## src/rtl/mult_seq_pkg.sv

```systemverilog
// rtl/mult_seq_pkg.sv - shared state encoding and counter sizing for mult_seq
//
// Purpose : FSM state constants (WAIT_A, WAIT_B, RUN, DONE) and the
//           step-counter width function used by mult_seq.
// Ports   : none (package).
package mult_seq_pkg;

  localparam logic [1:0] WAIT_A = 2'd0;
  localparam logic [1:0] WAIT_B = 2'd1;
  localparam logic [1:0] RUN    = 2'd2;
  localparam logic [1:0] DONE   = 2'd3;

  // The counter must be able to hold the value WIDTH itself.
  function automatic int cnt_width(input int width);
    return $clog2(width + 1);
  endfunction

endpackage

```

## src/rtl/edge_rise.sv

```systemverilog
// rtl/edge_rise.sv - registered rising-edge detector for a level input
//
// Purpose : flags the clock edge where i_sig is high and was low on the
//           previous edge. History is cleared by reset, so a signal that is
//           already high when reset releases counts as one rising edge.
// Ports   : clk    - clock
//           rst_n  - asynchronous active-low reset
//           i_sig  - level input sampled every edge
//           o_rise - high when this edge is a rising edge of i_sig
module edge_rise (
  input  logic clk,
  input  logic rst_n,
  input  logic i_sig,
  output logic o_rise
);

  logic r_prev;

  always_ff @(posedge clk or negedge rst_n) begin
    if (!rst_n) begin
      r_prev <= 1'b0;
    end else begin
      r_prev <= i_sig;
    end
  end

  assign o_rise = i_sig & ~r_prev;

endmodule

```

## src/rtl/mult_seq.sv

```systemverilog
// rtl/mult_seq.sv - sequential shift-add multiplier loaded from a button/switch pair
//
// Purpose : first load event captures multiplicand A from sw, second captures
//           multiplier B and starts WIDTH shift-add steps; the product is then
//           published on ouput with a one-cycle done pulse.
//           Macro MULT_SIGNED_EN selects two's-complement arithmetic
//           (default: unsigned).
// Ports   : clk   - clock, rising edge
//           rst_n - asynchronous active-low reset
//           btn   - load strobe, level-sampled
//           sw    - operand value [WIDTH-1:0]
//           ouput - registered product [2*WIDTH-1:0]
//           busy  - high while in RUN
//           done  - one-cycle pulse when ouput updates
module mult_seq
  import mult_seq_pkg::*;
#(
  parameter int WIDTH = 8
) (
  input  logic               clk,
  input  logic               rst_n,
  input  logic               btn,
  input  logic [WIDTH-1:0]   sw,
  output logic [2*WIDTH-1:0] ouput,
  output logic               busy,
  output logic               done
);

  localparam int CW = cnt_width(WIDTH);
  localparam logic [CW-1:0] LAST_STEP = CW'(WIDTH - 1);

  logic [1:0]         r_state;
  logic [WIDTH-1:0]   r_a;
  logic [WIDTH-1:0]   r_b;
  logic [2*WIDTH-1:0] r_mcand;
  logic [2*WIDTH-1:0] r_acc;
  logic [CW-1:0]      r_cnt;
  logic [2*WIDTH-1:0] r_out;
  logic               r_done;

  logic               w_load;
  logic               w_last;
  logic               w_sub;
  logic [2*WIDTH-1:0] w_mcand_ext;

  edge_rise u_edge (
    .clk    (clk),
    .rst_n  (rst_n),
    .i_sig  (btn),
    .o_rise (w_load)
  );

  assign w_last = (r_cnt == LAST_STEP);

`ifdef MULT_SIGNED_EN
  assign w_mcand_ext = {{WIDTH{r_a[WIDTH-1]}}, r_a};
  // The multiplier's top bit has weight -2^(WIDTH-1), so its partial product
  // is subtracted. r_b has been shifted down, so r_b[0] is that sign bit here.
  assign w_sub       = w_last;
`else
  assign w_mcand_ext = {{WIDTH{1'b0}}, r_a};
  assign w_sub       = 1'b0;
`endif

  always_ff @(posedge clk or negedge rst_n) begin
    if (!rst_n) begin
      r_state <= WAIT_A;
      r_a     <= '0;
      r_b     <= '0;
      r_mcand <= '0;
      r_acc   <= '0;
      r_cnt   <= '0;
      r_out   <= '0;
      r_done  <= 1'b0;
    end else begin
      r_done <= 1'b0;
      case (r_state)
        WAIT_A: begin
          if (w_load) begin
            r_a     <= sw;
            r_state <= WAIT_B;
          end
        end
        WAIT_B: begin
          if (w_load) begin
            r_b     <= sw;
            r_mcand <= w_mcand_ext;
            r_acc   <= '0;
            r_cnt   <= '0;
            r_state <= RUN;
          end
        end
        RUN: begin
          // One partial product per cycle: multiplicand walks left,
          // multiplier walks right so its current bit is always r_b[0].
          if (r_b[0]) begin
            r_acc <= w_sub ? (r_acc - r_mcand) : (r_acc + r_mcand);
          end
          r_mcand <= r_mcand << 1;
          r_b     <= r_b >> 1;
          r_cnt   <= r_cnt + 1'b1;
          if (w_last) begin
            r_state <= DONE;
          end
        end
        DONE: begin
          // Publishing only here keeps partial sums off ouput.
          r_out   <= r_acc;
          r_done  <= 1'b1;
          r_state <= WAIT_A;
        end
        default: r_state <= WAIT_A;
      endcase
    end
  end

  assign ouput = r_out;
  assign done  = r_done;
  assign busy  = (r_state == RUN);

endmodule

```

## config.mk

```make
export PLATFORM = sky130hd
export DESIGN_NAME = mult_seq
export DESIGN_NICKNAME = d
export VERILOG_FILES = /design/src/rtl/mult_seq_pkg.sv /design/src/rtl/edge_rise.sv /design/src/rtl/mult_seq.sv
export SDC_FILE = /design/constraint.sdc
export NUM_CORES = 1
export LEC_CHECK = 0
export ABC_AREA = 0
export CAP_MARGIN = 5
export CORE_MARGIN = 2
export CORE_UTILIZATION = 35
export CTS_CLUSTER_DIAMETER = 40
export CTS_CLUSTER_SIZE = 10
export DETAILED_ROUTE_END_ITERATION = 7
export GPL_TIMING_DRIVEN = 0
export SYNTH_ARGS = -nofsm -noshare
export SYNTH_HDL_FRONTEND = slang
export SYNTH_SLANG_ARGS = --single-unit
export TNS_END_PERCENT = 50
```

## constraint.sdc

```tcl
create_clock -name clk -period 5.1 [get_ports clk]
set_input_delay 0.51 -clock clk [delete_from_list [all_inputs] [get_ports clk]]
set_output_delay 0.51 -clock clk [all_outputs]
set_load 0.1 [all_outputs]
```

==> metrics.md <==
| Metric | Value |
|---|---|
| Status | `completed` |
| First-pass GRT wire length | `12,500 µm` |
| P_leak | `1.93 nW` |
| WL final | `7370 µm` |
| Clk buf depth | `2` |
| Peak supply drop | `0.277 mV` |
| Syn nets | `378` |
| Slew Limit Fails | `0` |
| WHS | `0.0711 ns` |
| Post-CTS setup buffers | `0` |
| I/O pin count | `29` |
| Post-Syn Area | `0.00369 mm²` |
| Die Area | `0.0114 mm²` |
| Final cell count without fillers | `525` |
| Overflow after GRT | `0` |
| Minimum clock period | `2.72 ns` |
| Synth cell types | `43` |
| DR iter-0 viols | `61` |
| DIE HEIGHT | `107 µm` |
| #FFs+latches synth | `72` |
| Crit path launch type | `flip-flop` |
| Fin nets | `418` |
| CP arrival | `2.21 ns` |
| Fin crit share | `53.3%` |
| Setup TNS | `0 ns` |
| Hold Path Class | `in2async` |
| CP Capture Type | `primary output` |
| Slew @ Worst Pin | `0.970 ns` |
| DP Cell Count | `510` |
| Asr flop ratio synth | `100%` |
| First-pass DRT Iterations | `4` |
| Reg2Reg Setup Slack | `2.68 ns` |
| DR WL/cell | `14.0 µm` |
| P&R area growth vs syn | `17.1%` |
| RSZ-0062 raised after global routing | `no` |
| Width of the die | `107 µm` |
| Post-CTS Hold Buffers | `0` |
| Via Count | `2,644` |
| Yosys warning count | `0` |
| Starting density of the core | `35.9%` |
| # DRC | `0` |
| Gp weighted congestion | `0.886` |
| # rows | `37` |
| Setup violators final | `0` |
| Max Cap Viol | `0` |
| Pwr Density | `568 mW/mm²` |
| Layout cell share with drive strength beyond 1 | `6.94%` |
| Post-CTS sizing | `0` |
| Final Hold Viols | `0` |
| Core area | `0.0103 mm²` |
| All-Layer GR Usage | `14.1%` |
| Worst skew pair latency | `0.35 ns` |
| Maximum fanout along the worst path | `4` |
| Root buf cell | `clkbuf_8` |
| Avg Cell Area, Syn | `10.7 µm²` |
| CTS buffer count | `9` |
| Detailed Place HPWL | `5480 µm` |
| Diode count | `0` |
| Seq/Total Area, Yosys | `48.9%` |
| Skew final | `0.00681 ns` |
| Reg clk slew, reported paths | `0.07 ns` |
| Port Buffers | `28` |
| Number of global-route vias before repair | `2,613` |
| Primary FF master, synth | `dfrtp_1` |
| Critical Path RT | `4.59 ns` |
| Routed Antenna Nets | `0` |
| EDFF count, synth | `0` |
| H-tree Lvls | `3` |
| F_max | `368 MHz` |
| Largest net degree at the start of global routing | `47` |
| Initial antenna violation count | `0` |
| WS Path Type | `reg2out` |
| Avg Vias per Cell | `5.04` |
| CTS tree | `built` |
| Max_slew headroom | `35.1%` |
| Num Clock Sinks | `72` |
| Cells after Synth | `345` |
[report_power, final]
| group | internal, mW | switching (mW) | leakage [nW] |
|---|---|---|---|
| logic | 0.408 | 0.771 | 0.898 |
| registers | 0.757 | 0.138 | 0.953 |
| clock network | 0.172 | 0.206 | 0.0789 |
[flip-flops by register name (all words and copies together) (netlist names)]
| signal | cells |
|---|---|
| r_acc | 16 |
| r_b | 8 |
| done | 1 |
| ouput | 16 |
| u_edge.r_prev | 1 |
| r_mcand | 16 |
| r_a | 8 |
| r_cnt | 4 |
| r_state | 2 |
[cells in the final DEF (no fill, tap or decap), types with 3 or more instances in the layout]
cell type / synthesis / final
a21oi_1: 13 / 13
o21ai_0: 6 / 6
a21o_1: 5 / 5
xnor2_1: 6 / 6
a21boi_1: 3 / 3
clkbuf_8: 0 / 9
mux2i_1: 15 / 15
a22o_1: 12 / 12
nand3_1: 7 / 7
mux2_2: 8 / 8
clkbuf_1: 16 / 18
nand4_1: 3 / 3
xor2_1: 5 / 5
o21ai_1: 37 / 37
nand2b_1: 3 / 3
o211ai_1: 3 / 3
mux2_1: 18 / 18
clkinv_2: 0 / 3
nand2_1: 43 / 43
nor2_1: 6 / 6
ha_1: 21 / 21
inv_1: 10 / 10
clkdlybuf4s50_1: 0 / 27
a211oi_1: 3 / 3
dfrtp_1: 72 / 72
nor2b_1: 6 / 6
[cell usage after synthesis (6+ instances only)]
cell type / count / area share, %
dfrtp_1: 72 / 49
nand2_1: 43 / 4.4
o21ai_1: 37 / 5.0
ha_1: 21 / 7.1
mux2_1: 18 / 5.5
clkbuf_1: 16 / 1.6
mux2i_1: 15 / 4.1
a21oi_1: 13 / 1.8
a22o_1: 12 / 2.9
inv_1: 10 / 1.0
mux2_2: 8 / 2.4
nand3_1: 7 / 0.95
nor2_1: 6 / 0.61
nor2b_1: 6 / 1.0
o21ai_0: 6 / 0.81
xnor2_1: 6 / 1.4
[layout make-up]
class,count,area (µm²)
fillers,1032,5960
flip-flops and latches,72,1800
multi-input cells,247,1790
repair buffers,29,305
well taps,136,170
clock buffers,11,131
plain buffers,16,60.1
inverters,10,37.5
clock inverters,4,22.5
[stage by stage]
stage	instance area [µm²]	util (%)	power [mW]	worst slack (ns)
6_report	4320	42.0	2.45	2.38
5_1_grt	4320	42.0	2.64	2.31
4_1_cts	4320	42.0	2.49	2.34
3_5_place_dp	4160	40.5	2.10	2.52
3_3_place_gp	4140	40.3	2.07	0.989
2_1_floorplan	3690	-	1.80	2.54
[final timing paths]
path                                 start    endpoint  cells after the start
min in group clk                  ouput[8]    ouput[8]                      1
worst min-delay path                 rst_n   ouput[12]                      1
max in group asynchronous            rst_n  r_mcand[4]                      2
worst max register to register  r_state[1]    r_acc[1]                      9
worst min register to register    ouput[8]    ouput[8]                      1
worst max-delay path            r_state[0]        busy                      3
[per-layer routing]
layer	track usage, %	vias up	wire [µm]
met5	0	-	0
met4	4.36	0	103
met3	4.07	10	221
met2	22.6	35	3470
met1	18.5	1287	3570
li1	-	1312	-
[worst max-delay path, cell delays in order, from the launching register on]
cell and delay [ns]:
dfrtp_1 0.40, inv_1 0.13, ha_1 0.19, clkdlybuf4s50_1 1.13
[cells by family (layout without fill, tap and decap cells)]
logic type,after synthesis,in the layout,share of synthesized area [%]
muxes,41,41,12.0
and+or+nand+nor,78,78,9.87
AOI/OAI and AO/OA,95,95,16.3
xor gates and xnor gates,11,11,2.61
adders and majority gates,22,22,7.67
DFF,72,72,48.9
buffers and inverters,26,70,2.65
Power figures use the tool's default switching activity.
